$ cat src/rtl/debug_uart_tx.sv
// Debug serial transmitter: I/O writes are queued in a 16-entry FIFO and sent as 8N1 on oTx.
// Latency: a data-port write in cycle N is popped in N+1 and the start bit begins in N+2. Reads answer in N+1.
// Backpressure: none toward the CPU. A write to a full FIFO with no pop that cycle is dropped and sets sticky ovf.
// Ports: iClk/iReset (async, active high); iCpuAddr[7:0] decoded; iCpuData write data;
//        iCpuIoRd/iCpuIoWr level strobes (rising edge = one access); oCpuData/oCpuSel registered read result;
//        oTx serial line (idles high); oBusy = frame in flight or FIFO non-empty.
module debug_uart_tx #(
  parameter int unsigned CLK_HZ    = 10_000_000,
  parameter int unsigned BAUD      = 115200,
  parameter logic [7:0]  PORT_DATA = 8'hF8,
  parameter logic [7:0]  PORT_STAT = 8'hF9
) (
  input  logic        iClk,
  input  logic        iReset,
  input  logic [19:0] iCpuAddr,
  input  logic [7:0]  iCpuData,
  input  logic        iCpuIoRd,
  input  logic        iCpuIoWr,
  output logic [7:0]  oCpuData,
  output logic        oCpuSel,
  output logic        oTx,
  output logic        oBusy
);

  localparam int unsigned DIV = (CLK_HZ + BAUD / 2) / BAUD;
  localparam int CW = $clog2(DIV + 1);
  localparam logic [CW-1:0] BIT_LAST = CW'(DIV - 1);

  typedef enum logic [1:0] {S_IDLE, S_START, S_DATA, S_STOP} state_t;

  // Only the low address byte is decoded for I/O space.
  logic [7:0] addr_lo;
  logic       unused_addr_hi;
  assign addr_lo        = iCpuAddr[7:0];
  assign unused_addr_hi = ^iCpuAddr[19:8];

  // Strobe history turns level strobes into single accesses.
  logic rd_q, wr_q;
  logic rd_acc, wr_acc;
  assign rd_acc = iCpuIoRd & ~rd_q;
  assign wr_acc = iCpuIoWr & ~wr_q;

  always_ff @(posedge iClk or posedge iReset) begin
    if (iReset) begin
      rd_q <= 1'b0;
      wr_q <= 1'b0;
    end else begin
      rd_q <= iCpuIoRd;
      wr_q <= iCpuIoWr;
    end
  end

  // FIFO storage and bookkeeping.
  logic [7:0] mem [16];
  logic [3:0] wr_ptr, rd_ptr;
  logic [4:0] count;
  logic       fifo_empty, fifo_full;
  logic       push_req, push_ok, pop;
  logic [4:0] free;

  assign fifo_empty = (count == 5'd0);
  assign fifo_full  = (count == 5'd16);
  assign free       = 5'd16 - count;
  assign push_req   = wr_acc && (addr_lo == PORT_DATA);
  // A pop in the same cycle frees the slot, so a push into a full FIFO is still accepted.
  assign push_ok    = push_req && (!fifo_full || pop);

  always_ff @(posedge iClk) begin
    if (push_ok) mem[wr_ptr] <= iCpuData;
  end

  always_ff @(posedge iClk or posedge iReset) begin
    if (iReset) begin
      wr_ptr <= 4'd0;
      rd_ptr <= 4'd0;
      count  <= 5'd0;
    end else begin
      if (push_ok) wr_ptr <= wr_ptr + 4'd1;
      if (pop)     rd_ptr <= rd_ptr + 4'd1;
      case ({push_ok, pop})
        2'b10:   count <= count + 5'd1;
        2'b01:   count <= count - 5'd1;
        default: count <= count;
      endcase
    end
  end

  // Transmit state machine.
  state_t        state, state_nxt;
  logic [CW-1:0] cnt, cnt_nxt;
  logic [2:0]    idx, idx_nxt;
  logic [7:0]    shift, shift_nxt;
  logic          tx_nxt;
  logic          busy_shift;

  assign busy_shift = (state != S_IDLE);

  always_ff @(posedge iClk or posedge iReset) begin
    if (iReset) begin
      state <= S_IDLE;
      cnt   <= '0;
      idx   <= 3'd0;
      shift <= 8'h00;
      oTx   <= 1'b1;
    end else begin
      state <= state_nxt;
      cnt   <= cnt_nxt;
      idx   <= idx_nxt;
      shift <= shift_nxt;
      oTx   <= tx_nxt;
    end
  end

  always_comb begin
    state_nxt = state;
    cnt_nxt   = cnt;
    idx_nxt   = idx;
    shift_nxt = shift;
    pop       = 1'b0;
    tx_nxt    = 1'b1;
    case (state)
      S_IDLE: begin
        if (!fifo_empty) begin
          pop       = 1'b1;
          shift_nxt = mem[rd_ptr];
          cnt_nxt   = BIT_LAST;
          state_nxt = S_START;
        end
      end
      S_START: begin
        if (cnt == '0) begin
          cnt_nxt   = BIT_LAST;
          idx_nxt   = 3'd0;
          state_nxt = S_DATA;
        end else begin
          cnt_nxt = cnt - 1'b1;
        end
      end
      S_DATA: begin
        if (cnt == '0) begin
          cnt_nxt   = BIT_LAST;
          shift_nxt = {1'b0, shift[7:1]};
          if (idx == 3'd7) state_nxt = S_STOP;
          else             idx_nxt   = idx + 3'd1;
        end else begin
          cnt_nxt = cnt - 1'b1;
        end
      end
      S_STOP: begin
        if (cnt == '0) begin
          // Chain straight into the next start bit when more data is queued.
          if (!fifo_empty) begin
            pop       = 1'b1;
            shift_nxt = mem[rd_ptr];
            cnt_nxt   = BIT_LAST;
            state_nxt = S_START;
          end else begin
            state_nxt = S_IDLE;
          end
        end else begin
          cnt_nxt = cnt - 1'b1;
        end
      end
      default: state_nxt = S_IDLE;
    endcase
    // oTx is computed from the next state so the flop output lines up with the state register.
    case (state_nxt)
      S_START: tx_nxt = 1'b0;
      S_DATA:  tx_nxt = shift_nxt[0];
      default: tx_nxt = 1'b1;
    endcase
  end

  assign oBusy = busy_shift | ~fifo_empty;

  // Sticky overflow; a status read returns the old value and clears it, a new overflow wins.
  logic ovf;
  logic stat_rd;
  assign stat_rd = rd_acc && (addr_lo == PORT_STAT);

  always_ff @(posedge iClk or posedge iReset) begin
    if (iReset)                              ovf <= 1'b0;
    else if (push_req && fifo_full && !pop)  ovf <= 1'b1;
    else if (stat_rd)                        ovf <= 1'b0;
  end

  // Registered read path; non-matching reads deselect but keep the last data.
  always_ff @(posedge iClk or posedge iReset) begin
    if (iReset) begin
      oCpuData <= 8'h00;
      oCpuSel  <= 1'b0;
    end else if (rd_acc) begin
      if (addr_lo == PORT_STAT) begin
        oCpuData <= {4'b0, ovf, busy_shift, fifo_empty, fifo_full};
        oCpuSel  <= 1'b1;
      end else if (addr_lo == PORT_DATA) begin
        oCpuData <= {3'b0, free};
        oCpuSel  <= 1'b1;
      end else begin
        oCpuSel  <= 1'b0;
      end
    end
  end

endmodule
$ cat config.mk
export PLATFORM = sky130hd
export DESIGN_NAME = debug_uart_tx
export DESIGN_NICKNAME = d
export VERILOG_FILES = /design/src/rtl/debug_uart_tx.sv
export SDC_FILE = /design/constraint.sdc
export NUM_CORES = 1
export LEC_CHECK = 0
export BUFFER_PORTS_ARGS = -buffer_cell sky130_fd_sc_hd__buf_2
export CAP_MARGIN = 30
export CORE_AREA = 4 4 129 131
export DETAILED_ROUTE_END_ITERATION = 16
export DIE_AREA = 0 0 133 135
export GPL_ROUTABILITY_DRIVEN = 0
export HOLD_SLACK_MARGIN = 0.12
export PLACE_DENSITY = 0.67
export SLEW_MARGIN = 20
export SYNTH_ARGS = -nofsm -noshare
export SYNTH_HDL_FRONTEND = slang
export SYNTH_SLANG_ARGS = --single-unit
$ cat constraint.sdc
create_clock -name iClk -period 3.9 [get_ports iClk]
set_input_delay 0.195 -clock iClk [delete_from_list [all_inputs] [get_ports iClk]]
set_output_delay 0.195 -clock iClk [all_outputs]
set_load 0.02 [all_outputs]
# [After elaboration in Yosys (flattened, before gate mapping)]
# Memories as Yosys holds them, arrays and structs flattened.
# Cells that the tools add are included.
[totals] regBits=46 latchBits=0 mem_bits_rw=128 rom_bits=0 in_bits=32 out_inout_bits=11 wordCells=96 n_memories=1
[mem_list] name="mem" depth=16 word_bits=8 read_ports=1 rd_ports_with_merged_regs=0 wr=1 line="54" text="logic [7:0] mem [16];"
[op_classes] add_sub_neg=7 n_mul=0 div_mod_pow=0 magnitude_cmp=0 eq_ne=15 shifts=0 muxes=32 n_bitwise=6 n_reduce_logical=21
[ops] operator="two-way mux 8 bit" n=5
[ops] operator="one-hot mux 8 bit (3 select lines)" n=1
[ops] operator="two-way mux 7 bit" n=3
[ops] operator="one-hot mux 7 bit (3 select lines)" n=1
[ops] operator="== test 8 bit, second input constant" n=2
[ops] operator="two-way mux 2 bit" n=5
[ops] operator="one-hot mux 5 bit (2 select lines)" n=1
[ops] operator="nonzero test 2 bit" n=5
[ops] operator="two-way mux 1 bit" n=9
[ops] operator="two-way mux 3 bit" n=3
[ops] operator="adder 4 x 1 -> 4 bit, second input constant" n=2
[ops] operator="== test 2 bit, second input constant" n=4
[ops] operator="!= test 2 bit, second input constant" n=4
[ops] operator="one-hot mux 2 bit (4 select lines)" n=1
[ops] operator="zero test 7 bit" n=1
[ops] operator="subtractor 7 x 1 -> 7 bit, second input constant" n=1
[ops] operator="== test 2 x 1 -> 1 bit, second input constant" n=3
[ops] operator="one-hot mux 3 bit (2 select lines)" n=1
[ops] operator="adder 5 x 1 -> 5 bit, second input constant" n=1
[ops] operator="== test 5 bit, second input constant" n=1
[ops] operator="logical AND 1 bit" n=5
[ops] operator="zero test 5 bit" n=1
[ops] operator="subtractor 5 x 1 -> 5 bit, second input constant" n=1
[ops] operator="subtractor 5 bit, first input constant" n=1
[ops] operator="other kinds (14)" n=19

# [Depth between registers and ports, before layout]
# Gate-level depths: netlist of run 1.
[depth] word_depth=8 ltp_mapped=18 depth_no_buf=16

# [Worst setup path after synthesis of run 1]
# OpenSTA, ideal clock, no wires.
[synth_timing] path_type="flip-flop to flip-flop" startpoint="reg count[1]" endpoint="reg count[4]" setup_ns=0.123 arrival_time_ns=3.152 required_ns=3.777 slack_ns=0.625 path_stages_with_launch=18 path_buffers=2 period_less_slack_ns=3.275 path_cell_list="dfrtp_1 clkbuf_1 inv_1 ha_1 nor3b_1 ha_1 nor2b_1 a32oi_1 o21ai_2 nand2_2 buf_6 ha_1 xor2_1 ha_1 nor2_1 a222oi_1 nor2_1 xnor2_1"
[synth_between] elab_chain_len=8 word_cells_on_any_way=14 cone_classes="add/sub (2); eq/ne (3); mux (4); reduce/logical (5)"
[synth_rtl] item="start: declaration" line="56" text="logic [4:0] count;"
[synth_rtl] item="start signal: assignment" line="81" text="2'b10: count <= count + 5'd1;"
[synth_rtl] item="start signal: assignment" line="82" text="2'b01: count <= count - 5'd1;"
[synth_rtl] item="start signal: assignment" line="83" text="default: count <= count;"
[synth_rtl] item="zero test 5 bit" line="61" text="assign fifo_empty = (count == 5'd0);"
[synth_rtl] item="two-way mux 1 bit" line="123, 152"
[synth_rtl] item="two-way mux 1 bit" line="150" text="if (cnt == '0) begin"
[synth_rtl] item="one-hot mux 1 bit (2 select lines)" line="121" text="case (state)"
[synth_rtl] item="logical OR 1 bit" line="66" text="assign push_ok = push_req && (!fifo_full || pop);"
[synth_rtl] item="logical AND 1 bit" line="66"
[synth_rtl] item="== test 2 x 1 -> 1 bit / == test 2 bit (equally long branches)" line="80" text="case ({push_ok, pop})"
[synth_rtl] item="one-hot mux 5 bit (2 select lines) / nonzero test 2 bit (equally long branches)"
# Parallel ways exist; a longest one is shown, timed or not.
# A chain may end at the register's enable or synchronous reset.

# [Worst setup path after layout of run 1]
[layout_timing] startpoint="reg count[1]" endpoint="reg count[4]"
[layout_between] elab_chain_len=8 word_cells_on_any_way=14 cone_classes="add/sub (2); eq/ne (3); mux (4); reduce/logical (5)"
[layout_rtl] item="zero test 5 bit *" line="61"
[layout_rtl] item="two-way mux 1 bit *" line="123, 152"
[layout_rtl] item="two-way mux 1 bit" line="150"
[layout_rtl] item="one-hot mux 1 bit (2 select lines) *" line="121"
[layout_rtl] item="via pop" line="58" text="logic push_req, push_ok, pop;"
[layout_rtl] item="logical OR 1 bit" line="66"
[layout_rtl] item="logical AND 1 bit" line="66"
[layout_rtl] item="== test 2 x 1 -> 1 bit / == test 2 bit (equally long branches)" line="80"
[layout_rtl] item="one-hot mux 5 bit (2 select lines) / nonzero test 2 bit (equally long branches)"
# Mark *: on every way through the listed nets, which the timed path passes. The rest lies on a longest branch.

==> results of run 1 <==
[cell families after synthesis]
kind of cell    after synthesis  synth area share (%)
mux                          55                  12.6
flops                       171                  64.1
compound gates               78                  6.79
fa+ha+maj                    21                  3.42
other cells                   1                0.0488
buf+inv                      45                  2.95
simple gates                117                  8.18
xor+xnor                     17                  1.94
[final timing paths]
kind,from,endpoint,cells past startpoint
worst max-delay path,count[1]$_DFFE_PP0P_,count[4]$_DFFE_PP0P_,15
worst min-delay path,iCpuAddr[0],oCpuData[4]$_DFFE_PP0P_,3
worst max register to register,count[1]$_DFFE_PP0P_,count[4]$_DFFE_PP0P_,15
worst min register to register,oCpuSel$_DFFE_PP0P_,oCpuSel$_DFFE_PP0P_,1
max in group asynchronous,iReset,rd_ptr[0]$_DFFE_PP0P_,4
min in group asynchronous,iReset,cnt[5]$_DFF_PP0_,3
[routing by layer]
layer / global-route usage [%] / wire, um
met1: 23.2 / 6290
met2: 29.5 / 7520
met3: 3.35 / 574
met4: 5.20 / 186
met5: 0 / 0
[synth_stat cells (all sizes together) (2+ instances only)]
| cell type | n | area (um^2) |
|---|---|---|
| edfxtp | 128 | 3840 |
| dfrtp | 42 | 1050 |
| nor2 | 34 | 128 |
| mux4 | 32 | 721 |
| nand2 | 30 | 118 |
| ha | 21 | 263 |
| o21ai | 21 | 109 |
| inv | 16 | 60.1 |
| buf | 15 | 114 |
| mux2 | 15 | 169 |
| a21oi | 14 | 70.1 |
| clkbuf | 14 | 52.6 |
| nor3 | 14 | 90.1 |
| xnor2 | 11 | 96.3 |
| mux2i | 8 | 80.1 |
| nand2b | 8 | 50.1 |
| nand3 | 7 | 35.0 |
| a22oi | 6 | 45.0 |
| xor2 | 6 | 52.6 |
| nor2b | 5 | 31.3 |
| o22ai | 5 | 31.3 |
| a22o | 4 | 35.0 |
| a31oi | 4 | 25.0 |
| nor4b | 4 | 47.6 |
| a21o | 3 | 22.5 |
| nand3b | 3 | 22.5 |
| nor4 | 3 | 40.0 |
| o31ai | 3 | 22.5 |
| a211oi | 2 | 15.0 |
| a221o | 2 | 20.0 |
| a222oi | 2 | 20.0 |
| and3 | 2 | 12.5 |
| nand4 | 2 | 12.5 |
| nor3b | 2 | 15.0 |
| o21bai | 2 | 15.0 |
[what timing repair did]
| item | 4_1_cts | 5_1_grt |
|---|---|---|
| setup endpoints to repair | 0 | 0 |
| hold endpoints to repair | 46 | 0 |
| hold buffers | 4 | 0 |
[power by group]
group / switching, mW / total, mW / leakage, nW / internal, mW
sequential: 0.00748 / 1.97 / 1.68 / 1.96
clock: 0.778 / 1.70 / 0.298 / 0.926
combinational: 0.0507 / 0.0783 / 1.16 / 0.0275
total: 0.836 / 3.75 / 3.14 / 2.92
[registers in the layout (all words and copies together), names as in the netlist, 2 cells and up]
signal	cells
shift	8
idx	3
oCpuData	5
rd_ptr	4
mem	128
wr_ptr	4
cnt	7
count	5
state	2
[layout make-up]
cell class,count,area (um^2)
timing repair buffer,54,380
inverter,16,60.1
fill,1205,6790
clock buffer,17,425
multi-input combinational,291,2550
clock inverter,15,191
tap,216,270
sequential,171,4920
[worst reg2reg max path, delay by kind of cell, from the launching register on]
family          cells  cell delay [ns]
compound gates      3             0.59
simple gates        5             0.83
buf+inv             1             0.09
flops               1             0.46
xor+xnor            2             0.29
fa+ha+maj           4             1.07
[layout by cell type (no fill, tap or decap), drive strengths merged, types with 17 or more instances in the layout]
cell type,synthesis,layout
buf,15,50
clkbuf,14,17
dfrtp,42,42
edfxtp,128,128
ha,21,21
inv,16,24
mux4,32,32
nand2,30,30
nor2,34,34
o21ai,21,21
==> qor.csv, run 1 <==
metric;value;unit
total_power;3.75;mW
clkTransAtPathRegs;0.07;ns
h-tree-depth;4;
cts-root-to-sink-buffers;2;
finalSetupViolCount;0;
grt_max_degree;44;
initial_utilization;49.3;%
cpMaxStageDelayCell;dfrtp_1;
ff2ff_setup_slack;0.46;ns
grt_first_pass_wirelength;24100;um
largest_stage_delay_worst_path;0.46;ns
antenna_cells;0;
crit_arrival;3.76;ns
area_growth;14.6;%
detail_route.first_pass.iterations;5;
critical_path.cell_chain;inv_1 > ha_1 > nor3b_1 > ha_1 > nor2b_1 > a32oi_1 > nor2_1 > ha_1 > xor2_1 > ha_1 > nand3b_1 > o21ai_0 > a222oi_1 > nor2_1 > xnor2_1;
num_rows;46;
cts_tree;built;
final_nets;604;
timing.clock.skew;0.0145;ns
postSynthRegisterBits;171;
totalWireLength;14600;um
timing.final.ws_setup;0.457;ns
grt_antenna_before_repair;0;
cts.repair.resized;0;
min_period_over_period;88.3;%
placed_cells_incl_taps;743;
power.ir.vdd_worst;0.345;mV
grt_setup_unrepaired;false;
critPathBufInv;1;
fin_area;8800;um^2
vias_per_cell;5.53;
cp.required;4.22;ns
clockRootBuffer;clkbuf_16;
dieHeight;135;um
fmaxAchievable;290;MHz
worst_setup_path_start_kind;flop;
globalRoute.totalOverflow;0;
worstHoldPathType;in2reg;
initialDrtViolationCount;256;
netlist-cell-type-count;60;
critical_path_peak_fanout;7;
synthesis.yosys.warnings;0;
core_area;15600;um^2
synth.avg_cell_area;15.2;um^2
worstSetupEndpointType;flop;
max-cap-violations;0;
totalNegativeSetupSlack;0;ns
final_period_minus_worst_setup_slack;3.44;ns
top_level_ports;43;
outcome;completed;
design.die.area;18000;um^2
syn_area;7680;um^2
critical-path-top-delay-family;adder cells;
synth_async_sr_flop_share;25.1;%
power-per-cell-area;426;nW/um^2
max-slew-margin-rel;37.9;%
area_of_placed_instances;8120;um^2
post_cts_buffers;0;
grt_pass1_vias;4551;
port_buffers;27;
drc;0;
crit_path_frequent_cell;ha_1;
track_usage;17.5;%
yosysSeqAreaShare;64.1;%
drive_above_1_share;26.4;%
leakagePower;3.14;nW
ant_nets;0;
numClockSinks;171;
timing.hold.ws;0.143;ns
hold_vio_cnt_final;0;
timing.setup.critical_path_class;reg2reg;
fin_util;56.4;%
detailed_place_hpwl;9770;um
fin_cells;780;
avgRoutedWirePerCell;18.7;um
dominant_register_cell_in_the_synthesized_netlist;edfxtp_1;
synth_edf_count;128;
number_of_buffers_inserted_during_clock_tree_synthesis;17;
tightest_slew;0.932;ns
die_width;133;um
clk-insertion-delay-late;0.43;ns
syn_inst;505;
place_ws;0.472;ns
dr_total_vias;4316;
final-max-slew-violation-count;0;
(Power assumes the default switching activity.)
==> run 2, diff against run 1 <==
==> constraint.sdc (replaced) <==
create_clock -name iClk -period 4.45 [get_ports iClk]
set_input_delay 0.2225 -clock iClk [delete_from_list [all_inputs] [get_ports iClk]]
set_output_delay 0.2225 -clock iClk [all_outputs]
set_load 0.02 [all_outputs]
==> run 2 against run 1 <==
Worst setup slack gained 0.39 ns. Sequential power shrank 12%. Critical endpoint is now count[3]$_DFFE_PP0P_. Wire length grew 2.7%. Global-route usage grew 0.14 points.
==> qor.csv, run 2 (synthesis results as in run 1) <==
metric;value;unit
final-max-slew-violation-count;0;
final_cell_mix;edfxtp_1 (128), dfrtp_1 (41), nor2_1 (34);
power.share.clock;44.6;%
avgRoutedWirePerCell;19.4;um
core_area;15600;um^2
p_sw_share;22.8;%
initialDrtViolationCount;328;
worstSetupEndpointType;flop;
grt_pass1_vias;4347;
top_regs;mem (128), shift (8), cnt (7);
ant_nets;0;
fmaxAchievable;278;MHz
vias_per_cell;5.57;
track_usage;17.6;%
combinationalPowerShare;2.1;%
num_rows;46;
fin_util;55.9;%
worstHoldPathType;in2reg;
timing.setup.critical_path_class;reg2reg;
outcome;completed;
number_of_buffers_inserted_during_clock_tree_synthesis;17;
power.ir.vdd_worst;0.348;mV
initial_utilization;49.3;%
timing.hold.ws;0.161;ns
max-slew-margin-rel;39.3;%
internal_power;2.50;mW
final_period_minus_worst_setup_slack;3.60;ns
worst_setup_path_start_kind;flop;
tightest_slew;0.903;ns
top_level_ports;43;
antenna_cells;0;
netSwitchingPower;0.740;mW
totalWireLength;15000;um
port_buffers;27;
cp.required;4.76;ns
clkTransAtPathRegs;0.07;ns
numClockSinks;171;
drc;0;
area_growth;13.6;%
registers.top_by_ff_count;mem;
drive_above_1_share;25.7;%
mostFrequentLayoutCell;edfxtp_1;
die_width;133;um
total_power;3.24;mW
design.die.area;18000;um^2
grt_max_degree;44;
cts_tree;built;
clk-insertion-delay-late;0.43;ns
power.sequential.fraction;53.3;%
power-per-cell-area;372;nW/um^2
grt_first_pass_wirelength;24000;um
max_reg_flops;128;
h-tree-depth;4;
timing.clock.skew;0.0101;ns
max-cap-violations;0;
detailed_place_hpwl;9940;um
detail_route.first_pass.iterations;5;
leakagePower;3.09;nW
clockRootBuffer;clkbuf_16;
dieHeight;135;um
totalNegativeSetupSlack;0;ns
critical_path_peak_fanout;19;
grt_setup_unrepaired;false;
globalRoute.totalOverflow;0;
hold_vio_cnt_final;0;
min_period_over_period;80.9;%
cts-root-to-sink-buffers;2;
dr_total_vias;4308;
finalSetupViolCount;0;
cts.repair.resized;0;
grt_antenna_before_repair;0;
crit_arrival;3.91;ns
final_nets;597;
-- run 2: routing by layer --
| layer | wire [um] | global-route usage [%] |
|---|---|---|
| met5 | 0 | 0 |
| met1 | 6640 | 23.1 |
| met2 | 7670 | 29.7 |
| met4 | 121 | 4.62 |
| met3 | 527 | 4.32 |
-- run 2: area by class of cell --
type                            instances  area, um^2
Clock buffer                           17         425
Multi-Input combinational cell        291        2550
Inverter                               16        60.1
Tap cell                              216         270
Sequential cell                       171        4920
Fill cell                            1242        6870
Clock inverter                         15         168
Timing Repair Buffer                   47         325
-- run 2: power groups by stage --
stage / combinational [mW] / sequential (mW) / clock, mW
floorplan: 0.0308 / 1.76 / 0
global placement: 0.0608 / 1.76 / 0
detailed placement: 0.0648 / 1.76 / 0
CTS: 0.0669 / 1.73 / 1.47
global route: 0.0763 / 1.73 / 1.54
finish: 0.0681 / 1.73 / 1.45
-- run 2: metrics by stage --
step	area, um^2	cells	setup slack, ns
after floorplan	7690	507	1.17
after global placement	8040	734	1.09
after detailed placement	8080	736	0.905
after CTS	8700	771	0.889
after global routing	8730	773	0.488
final	8730	773	0.851
-- run 2: worst paths after layout --
kind | from | end | slack [ns] | cells past startpoint
max reg2reg | count[1]$_DFFE_PP0P_ | count[3]$_DFFE_PP0P_ | 0.85 | 14
max | count[1]$_DFFE_PP0P_ | count[3]$_DFFE_PP0P_ | 0.85 | 14
min reg2reg | oCpuSel$_DFFE_PP0P_ | oCpuSel$_DFFE_PP0P_ | 0.48 | 1
min in group asynchronous | iReset | shift[6]$_DFFE_PP0P_ | 0.32 | 3
max in group asynchronous | iReset | rd_ptr[0]$_DFFE_PP0P_ | 3.66 | 4
min | iCpuAddr[0] | oCpuData[4]$_DFFE_PP0P_ | 0.16 | 3
-- run 2: timing repair --
action	CTS	global route
hold endpoints to repair	44	0
setup buffers	0	0
hold buffers	3	0
endpoints found under the setup margin	0	0
-- run 2: critical path: stages, from the launching register on --
cell      delay (ns)
dfrtp_1         0.46
inv_1           0.09
ha_1            0.16
nor3b_1         0.38
ha_1            0.41
nor2b_1         0.12
a32oi_1         0.34
o21ai_2         0.14
nand2_2         0.09
buf_4           0.25
ha_1            0.30
xor2_1          0.12
a222oi_1        0.39
nor2_1          0.09
xor2_1          0.15
